### src/rtl/md_stall_ctrl.sv
// md_stall_ctrl: HI/LO busy-window sequencer driving fetch/decode stall and execute flush (optional MD_STALL_CNT_EN adds stall_cnt)
module md_stall_ctrl #(
    parameter int MULT_CYCLES = 5,
    parameter int DIV_CYCLES  = 10,
    parameter int CNT_W       = 4
) (
    input  logic        clk,
    input  logic        reset,
    input  logic        start_E,
    input  logic        div_E,
    input  logic        md_use_D,
    output logic        busy,
    output logic        stall_F,
    output logic        stall_D,
    output logic        flush_E,
    output logic        done,
    output logic        md_err
`ifdef MD_STALL_CNT_EN
    ,
    output logic [31:0] stall_cnt
`endif
);
    typedef enum logic {IDLE, BUSY} state_t;
    state_t           state;
    logic [CNT_W-1:0] cnt;
    logic             stall;
    assign busy = (state == BUSY);
    // sequencer: count the busy window, pulse done on exit, flag overlapping issues
    always_ff @(posedge clk) begin
        if (reset) begin
            state  <= IDLE;
            cnt    <= '0;
            done   <= 1'b0;
            md_err <= 1'b0;
        end else begin
            done <= 1'b0;
            if (state == IDLE) begin
                if (start_E) begin
                    state <= BUSY;
                    cnt   <= div_E ? CNT_W'(DIV_CYCLES) : CNT_W'(MULT_CYCLES);
                end
            end else begin
                cnt <= cnt - 1'b1;
                if (start_E) md_err <= 1'b1;
                if (cnt == CNT_W'(1)) begin
                    state <= IDLE;
                    done  <= 1'b1;
                end
            end
        end
    end
    // stall when the decode instruction touches HI/LO while a result is pending
    always_comb begin
        stall   = md_use_D & (start_E | busy);
        stall_F = stall;
        stall_D = stall;
        flush_E = stall;
    end
`ifdef MD_STALL_CNT_EN
    // free-running count of stalled cycles, wrapping at 32 bits
    always_ff @(posedge clk) begin
        if (reset) stall_cnt <= '0;
        else if (stall) stall_cnt <= stall_cnt + 32'd1;
    end
`endif
endmodule

### config.mk
export PLATFORM = sky130hd
export DESIGN_NAME = md_stall_ctrl
export DESIGN_NICKNAME = d
export VERILOG_FILES = /design/src/rtl/md_stall_ctrl.sv
export SDC_FILE = /design/constraint.sdc
export NUM_CORES = 1
export LEC_CHECK = 0
export BUFFER_PORTS_ARGS = -buffer_cell sky130_fd_sc_hd__buf_2
export CORE_AREA = 2 2 39 41
export DETAILED_ROUTE_END_ITERATION = 8
export DIE_AREA = 0 0 41 43
export SETUP_SLACK_MARGIN = 0.5
export SYNTH_ARGS = -nofsm -noshare
export SYNTH_HDL_FRONTEND = slang
export SYNTH_SLANG_ARGS = --single-unit
### constraint.sdc
create_clock -name clk -period 1.1 [get_ports clk]
set_input_delay 0.11 -clock clk [delete_from_list [all_inputs] [get_ports clk]]
set_output_delay 0.11 -clock clk [all_outputs]
set_load 0.03 [all_outputs]
Word-level counts from Yosys, hierarchy flattened
Cells that the tools add are included.
{ "op_classes": {"eq_ne": 1, "bitwise": 3, "n_reduce_logical": 3, "n_addsub": 1, "muxes": 7} }
{ "ops": {"columns": ["operator", "n"], "rows": [
  ["4-bit two-way mux", 3],
  ["4-bit by 1-bit equality test with 1-bit output (second input constant)", 1],
  ["1-bit two-way mux", 4],
  ["4-bit by 1-bit subtractor with 4-bit output (second input constant)", 1],
  ["2-bit AND reduction", 1],
  ["2-bit nonzero test", 1],
  ["2-bit OR reduction", 1],
  ["1-bit AND", 1],
  ["1-bit NOT", 1],
  ["1-bit bitwise OR", 1]
]} }
{ "totals": {"word_cells": 19, "regBits": 7} }

Depth between registers and ports, before layout
Gate-level depths: netlist of run 1.
{ "logic_depth": {"ltp_word": 3, "depth_mapped": 5} }

Worst setup path after synthesis of run 1
Ideal clock, no wire load.
{ "synth_timing": {"kind": "flip-flop to output port", "from": "reg state, in the netlist busy", "to": "out stall_D", "slack_ns": -0.361, "t_required_ns": 0.990, "stages_incl_launch_ff": 5, "arrival_ns": 1.351, "path_cell_list": "dfxtp_1 > buf_6 > nor2_2 > and2b_1 > buf_4"} }
{ "synth_between": {"elab_chain_len": 2} }
{ "synth_lines": {"columns": ["item", "line", "source"], "rows": [
  ["from (decl)", "24", "state_t state;"],
  ["from (signal assigned)", "31", "state <= IDLE;"],
  ["from (signal assigned)", "39", "state <= BUSY;"],
  ["from (signal assigned)", "46", "state <= IDLE;"],
  ["1-bit bitwise OR", "54", "stall = md_use_D & (start_E | busy);"],
  ["1-bit AND", "54", null],
  ["to (decl)", "14", "output logic stall_D,"]
]} }
Every way passes these cells.

Final worst setup path of run 1
{ "layout_timing": {"from": "reg state, in the netlist busy", "to": "out stall_F"} }
{ "layout_between": {"elab_chain_len": 2} }
{ "layout_lines": {"columns": ["item", "line", "source"], "rows": [
  ["1-bit bitwise OR", "54", null],
  ["1-bit AND", "54", null],
  ["to (decl)", "13", "output logic stall_F,"]
]} }
Every way passes these cells.

==> impl_metrics.tcl, run 1 <==
set metrics [dict create \
    io_pins 11 \
    grt_pass1_wl_um 1400 \
    worstSetupPathType "register to primary output" \
    fin_skew_ns 0.00927 \
    finalSetupViolations 4 \
    violations "negative setup slack" \
    antenna_found_initial 0 \
    routed-wl-met3_um 61 \
    ctsRootBufferMaster "clkbuf_4" \
    cp.required_ns 0.99 \
    final_cell_area_sq_um 559 \
    wl_um 847 \
    grt_start_max_net_pins 11 \
    synth.top_cell.area_share_pct 37.8 \
    met2_length_um 425 \
    p_comb_share_pct 29.0 \
    p_sw_share_pct 29.9 \
    power_mw 0.751 \
    vias 355 \
    layout_common_cells "buf_6, dfxtp_2, buf_2, buf_4" \
    grt_pass1_vias 337 \
    netlist_area_sq_um 370 \
    clk_path_buf_depth 2 \
    dieArea_sq_um 1760 \
    yosysTopAreaCell "dfxtp_1" \
    rr_worst_depth 4 \
    port_buffers 10 \
    avgRoutedWirePerCell_um 11.6 \
    ys_ff_latch 7 \
    gr-total-overflow 0 \
    worst-slew-pin-transition_ns 0.269 \
    cts_tree "done" \
    finalMaxSlewViolations 0 \
    hpwl_um 592 \
    hp-class "input port to register" \
    finalNetCount 65 \
    gp_congestion 0.728 \
    grt_use_total_pct 12.2 \
    maxUsedRoutingLayer "met4" \
    p_per_area_nw_per_um2 1340 \
    cts_buffers 3 \
    crit_path_start_kind "register" \
    cts.sinks 7 \
    first_pass_iters 4 \
    postSynthCellCount 41 \
    seq_area_frac_synth_pct 37.8 \
    grt_setup_unrepaired "true" \
    crit_arrival_ns 1.04 \
    seqPwrFrac_pct 40.5 \
    min_path_cells 2 \
    core-area_sq_um 1380 \
    wl_met1_um 353 \
    syn_nets 48 \
    cts.clk_slew.worst_paths_ns 0.06 \
    drc 0 \
    area_growth_pct 51.0 \
    die_y_um 43 \
    layout.core_utilization_pct 40.4 \
    internal_power_mw 0.526 \
    layout_setup_ws_ns -0.0480 \
    irDropWorstVdd_mv 0.537 \
    rows 14 \
    place_area_sq_um 435 \
    status "finished with violations" \
    endpoint_kind "primary output" \
    ys_warn_count 0 \
    initialDrtViolationCount 6 \
    hold_viol_final 0 \
    synth_area_leaders "dfxtp_1, ha_1, a211oi_1" \
    cp_max_fo 3 \
    maxCapViolations 0 \
    post-route-min-period_ns 1.15 \
    power_leakage_nw 0.228 \
    die-width_um 41 \
    fmax_mhz 871 \
    drive_gt1_share_pct 57.9 \
    cts_hold_buf 0 \
    period_share_pct 104 \
    drt-vias-per-instance 4.86 \
    clk_latency_ns 0.25 \
    clock_power_share_pct 30.5 \
    synth.avg_cell_area_sq_um 9.03 \
    ant_nets 0 \
    cts-htree-levels 1 \
    slew_headroom_pct 82.0 \
    yosysUniqueCellTypes 21 \
    start_util_pct 26.8 \
    layout_commonest_cell "buf_6" \
    p_sw_mw 0.224 \
    n_antenna_cell 0 \
]
## cells in the mapped netlist, drive strengths merged
library cell and number:
inv 4, a31oi 1, nor3 2, a21oi 4, a211oi 3, dfxtp 7
nor3b 1, buf 3, nand3b 1, nor2b 3, and4bb 1, a311oi 1
o31a 1, and2b 1, nand3 1, o21ai 2, nor2 3, ha 2
## metal layers
layer | vias up | GRT usage (%)
met5 | - | 0
met4 | 0 | 2.00
met3 | 2 | 7.85
met2 | 13 | 18.4
met1 | 161 | 14.2
li1 | 179 | -
## registers in the layout, summed over array words and instances, names as in the netlist
register,flops
busy,1
cnt,4
done,1
md_err,1
## power groups by stage
stage | sequential, mW | clock [mW] | combinational (mW)
3_3_place_gp | 0.314 | 0 | 0.150
5_1_grt | 0.307 | 0.256 | 0.239
6_report | 0.304 | 0.229 | 0.218
4_1_cts | 0.304 | 0.239 | 0.209
3_5_place_dp | 0.314 | 0 | 0.153
2_1_floorplan | 0.314 | 0 | 0.119
## what timing repair did
item                                    4_1_cts  5_1_grt
buffers inserted                              4        1
cloned                                        0        0
endpoints found under the setup margin       13       13
gates resized for setup                      18        2
pin swaps                                     2        3
## stage by stage
stage          hold slack (ns)  setup TNS, ns  instances  setup WS (ns)
2_1_floorplan            0.175        -0.0922         41        -0.0461
3_3_place_gp             0.374              0         64         0.0942
3_5_place_dp             0.367              0         64         0.0913
4_1_cts                  0.101         -0.201         72        -0.0637
5_1_grt                  0.105         -0.333         73        -0.0961
6_report                 0.112         -0.149         73        -0.0480
## worst max-delay path, stage by stage (launching register included)
cell	delay (ns)
dfxtp_4	0.36
nor2_4	0.03
and2b_4	0.27
buf_6	0.13
## cells by family after synthesis
| logic type | synth area share [%] |
|---|---|
| buffers and inverters | 11.1 |
| and+or+nand+nor | 23.7 |
| DFF | 37.8 |
| adders and majority gates | 6.76 |
| AOI/OAI and AO/OA | 20.6 |
## area by class of cell
cell class | instances | area, sq um
timing repair buffer | 15 | 133
fill | 133 | 825
inverter | 4 | 15.0
multi-input combinational | 27 | 216
sequential | 7 | 149
tap | 16 | 20.0
clock buffer | 4 | 26.3
## worst paths after layout
check	start	end	slack, ns
setup / recovery	busy	stall_F	-0.05
hold / removal	reset	busy	0.11
setup reg to reg	busy	cnt[1]	0.03
hold reg to reg	md_err	md_err	0.47
No activity file was read; power rests on OpenSTA's default activity.
==> inputs of run 2 (changes only) <==
CELL_PAD_IN_SITES_DETAIL_PLACEMENT = 0   (was not set)
CELL_PAD_IN_SITES_GLOBAL_PLACEMENT = 1   (was not set)
CTS_CLUSTER_SIZE = 30   (was not set)
PLACE_DENSITY_LB_ADDON = 0.1   (was not set)
==> run 2 against run 1 <==
The run still ends with negative setup slack left. Register-to-register slack worse by 0.04 ns. Design area up 8.1%. Global-route usage up 0.39 points. Combinational power up 15%. Via count up 1.1%. Maximum frequency down 0.13%. Total power up 5.6%. Sequential share of layout area down 1.4 points. Sequential power about the same. Flip-flop and latch count unchanged. Hold slack worse by 0.0018 ns. Critical endpoint is now flush_E. Largest power group unchanged. Highest routed layer unchanged.
==> impl_metrics.tcl, run 2 (same netlist as run 1, synthesis figures left out) <==
set metrics [dict create \
    clk_path_buf_depth 2 \
    hpwl_um 585 \
    die_y_um 43 \
    rrSetupSlack_ns -0.01 \
    drive_gt1_share_pct 66.1 \
    holdWs_ns 0.110 \
    die-width_um 41 \
    grt_setup_unrepaired "true" \
    cts-htree-levels 1 \
    fin_skew_ns 0.00587 \
    pre_cts_ws_ns 0.0722 \
    clk_latency_ns 0.25 \
    port_buffers 10 \
    crit_arrival_ns 1.04 \
    final_cell_area_sq_um 604 \
    first_pass_iters 4 \
    period_share_pct 105 \
    layout_common_cells "buf_6, buf_4, dfxtp_2, buf_2" \
    layout.core_utilization_pct 43.7 \
    ant_nets 0 \
    worstSetupPathType "register to primary output" \
    cts_hold_buf 0 \
    dp_cells 64 \
    gr-total-overflow 0 \
    start_util_pct 26.8 \
    grt_pass1_vias 327 \
    violations "negative setup slack" \
    fin_cells 75 \
    crit_path_start_kind "register" \
    drt-vias-per-instance 4.79 \
    cp_max_fo 3 \
    wl_um 937 \
    top_register "cnt" \
    slew_headroom_pct 84.2 \
    rows 14 \
    p_per_area_nw_per_um2 1310 \
    cts.sinks 7 \
    worst-slew-pin-transition_ns 0.235 \
    finalSetupViolations 6 \
    cts_tree "done" \
    grt_use_total_pct 12.6 \
    initialDrtViolationCount 9 \
    io_pins 11 \
    antenna_found_initial 0 \
    fmax_mhz 870 \
    power_leakage_nw 0.244 \
    endpoint_kind "primary output" \
    avgRoutedWirePerCell_um 12.5 \
    hold_viol_final 0 \
    drc 0 \
    layout_commonest_cell "buf_6" \
    cts_buffers 3 \
    irDropWorstVdd_mv 0.490 \
    area_growth_pct 63.2 \
    ctsRootBufferMaster "clkbuf_4" \
    power_mw 0.793 \
    cts.clk_slew.worst_paths_ns 0.06 \
    finalNetCount 67 \
    finalMaxSlewViolations 0 \
    hp-class "input port to register" \
    vias 359 \
    largest_reg_flops 4 \
    maxCapViolations 0 \
    place_area_sq_um 435 \
    tns_ns -0.181 \
    grt_start_max_net_pins 13 \
    gp_congestion 0.683 \
    status "finished with violations" \
    grt_pass1_wl_um 1420 \
    post-route-min-period_ns 1.15 \
    cp.required_ns 0.99 \
    layout_setup_ws_ns -0.0496 \
    core-area_sq_um 1380 \
    n_antenna_cell 0 \
    dieArea_sq_um 1760 \
]
-- run 2: final timing paths --
check                                to  cells after the start  startpoint
worst max register to register   cnt[1]                      5        busy
worst min register to register   md_err                      2      md_err
worst min-delay path             cnt[1]                      2       reset
worst max-delay path            flush_E                      3        busy
-- run 2: final cells by class --
type	count	area, sq um
Timing Repair Buffer	17	151
Tap cell	16	20.0
Clock buffer	4	26.3
Sequential cell	7	153
Multi-Input combinational cell	27	239
Inverter	4	15.0
Fill cell	145	779
-- run 2: power breakdown --
| group | switching [mW] | leakage (nW) | total, mW | internal, mW |
|---|---|---|---|---|
| combinational | 0.121 | 0.168 | 0.251 | 0.130 |
| sequential | 0.0249 | 0.0605 | 0.305 | 0.280 |
| clock | 0.0988 | 0.0150 | 0.237 | 0.139 |
-- run 2: per-layer routing --
layer / track usage, % / share of wire [%]
met2: 18.1 / 51
met5: 0 / 0
met4: 8.00 / 0.43
met1: 14.5 / 45
met3: 5.24 / 4.3
-- run 2: repair_timing --
item | in CTS | in global routing
resized for setup | 18 | 9
pin swaps | 2 | 5
buffers inserted | 2 | 5
setup endpoints to repair | 13 | 13
-- run 2: critical path, stage by stage, from the launching register on --
cell and delay, ns:
dfxtp_4 0.36, nor2_4 0.03, and2b_4 0.27, buf_6 0.13
==> inputs of run 3 (changes only) <==
CELL_PAD_IN_SITES_DETAIL_PLACEMENT = not set   (was 0)
CELL_PAD_IN_SITES_GLOBAL_PLACEMENT = not set   (was 1)
PLACE_DENSITY_LB_ADDON = not set   (was 0.1)
REMOVE_ABC_BUFFERS = 1   (was not set)
==> run 3 against run 2 <==
The run still ends with negative setup slack left. Combinational power shrank 16%. Sequential power about the same. Register-to-register slack better by 0.03 ns. Non-clock buffer count is 3 lower. Clock power barely moved. First-iteration DRC count shrank 22%. Sequential share of layout area is 1.6 points higher. Critical path type unchanged.
==> impl_metrics.tcl, run 3 (same netlist as run 1, synthesis figures left out) <==
set metrics [dict create \
    maxUsedRoutingLayer "met4" \
    worstSetupPathType "register to primary output" \
    power_leakage_nw 0.224 \
    io_pins 11 \
    endpoint_kind "primary output" \
    vias 371 \
    fin_cells 72 \
    dp_cells 66 \
    post-route-min-period_ns 1.17 \
    finalSetupViolations 3 \
    ant_nets 0 \
    fin_skew_ns 0.00175 \
    drive_gt1_share_pct 55.4 \
    clk_latency_ns 0.25 \
    layout_common_cells "buf_6, a21oi_1, dfxtp_2, buf_2" \
    gp_congestion 0.776 \
    layout_commonest_cell "buf_6" \
    seq_area_sq_um 149 \
    die-width_um 41 \
    rrSetupSlack_ns 0.02 \
    min_to "busy" \
    avgRoutedWirePerCell_um 12.4 \
    die_y_um 43 \
    crit_arrival_ns 1.06 \
    grt_pass1_wl_um 1350 \
    grt_setup_unrepaired "true" \
    status "finished with violations" \
    area_growth_pct 49.7 \
    p_per_area_nw_per_um2 1360 \
    wl_um 895 \
    irDropWorstVdd_mv 0.474 \
    hp-class "input port to register" \
    cp.required_ns 0.99 \
    crit_path_start_kind "register" \
    antenna_found_initial 0 \
    grt_use_total_pct 12.0 \
    cts_hold_buf 0 \
    grt_pass1_vias 337 \
    cts.clk_slew.worst_paths_ns 0.05 \
    cts-htree-levels 1 \
    core-area_sq_um 1380 \
    cp_max_fo 3 \
    cts.sinks 7 \
    start_util_pct 26.8 \
    first_pass_iters 4 \
    wl_met1_um 343 \
    cts_buffers 3 \
    finalNetCount 64 \
    multi_input_area_sq_um 223 \
    maxCapViolations 0 \
    hpwl_um 569 \
    routed-wl-met3_um 60 \
    dieArea_sq_um 1760 \
    port_buffers 10 \
    tns_ns -0.219 \
    cts_tree "done" \
    largest_reg_flops 4 \
    drc 0 \
    period_share_pct 107 \
    violations "negative setup slack" \
    min_path_cells 2 \
    grt_start_max_net_pins 9 \
    met2_length_um 476 \
    r2r-end "cnt[1]" \
    min-delay-start "reset" \
    hold_viol_final 0 \
    slew_headroom_pct 79.4 \
    gr-total-overflow 0 \
    initialDrtViolationCount 7 \
    drt-vias-per-instance 5.15 \
    fmax_mhz 852 \
    layout.core_utilization_pct 40.1 \
    clk_path_buf_depth 2 \
    top_register "cnt" \
    rows 14 \
    rr_worst_depth 4 \
    worst-slew-pin-transition_ns 0.307 \
    n_fill_cell 134 \
    n_antenna_cell 0 \
    finalMaxSlewViolations 0 \
    ctsRootBufferMaster "clkbuf_4" \
    r2r-start "busy" \
    layout_setup_ws_ns -0.0732 \
]
## run 3: how the worst max path moves through the flow
stage               startpoint       to  slack [ns]  depth (start not counted)
floorplan                 busy  flush_E       -0.52                          2
global placement        cnt[0]   cnt[2]        0.03                          5
detailed placement      cnt[0]   cnt[2]        0.03                          5
CTS                       busy  stall_D       -0.10                          3
global route              busy  stall_D       -0.12                          3
finish                    busy  stall_D       -0.07                          3
## run 3: through the flow
stage               total power, mW  hold slack [ns]  area, sq um  worst slack [ns]
global route                  0.805            0.108          554            -0.115
detailed placement            0.459            0.383          429            0.0319
global placement              0.457            0.381          429            0.0285
floorplan                     0.403            0.179          344            -0.524
CTS                           0.756            0.101          549            -0.101
finish                        0.756            0.112          554           -0.0732
## run 3: area by class of cell
type                            instances  area share, %
Multi-Input combinational cell         27           40.2
Sequential cell                         7           26.9
Timing Repair Buffer                   14           21.9
Clock buffer                            4           4.74
Tap cell                               16           3.61
Inverter                                4           2.71
## run 3: timing repair
action                     in CTS  in global routing
setup endpoints to repair      13                 13
resized for setup              28                  1
pin swaps                       2                  2
setup buffers                   2                  0
## run 3: critical path, cell delays in order (launching register included)
cell and delay [ns]:
dfxtp_2 0.33, nor2_4 0.08, and2b_2 0.25, buf_6 0.14
## run 3: report_power, final
group,switching [mW],internal [mW],total [mW]
Sequential,0.0253,0.279,0.305
Combinational,0.110,0.103,0.212
Clock,0.100,0.139,0.239
## run 3: metal layers
layer  GRT usage [%]  vias to the layer above
li1                -                      175
met1            11.9                      176
met2            19.1                       18
met3            4.71                        2
met4            8.00                        0
met5               0                        -
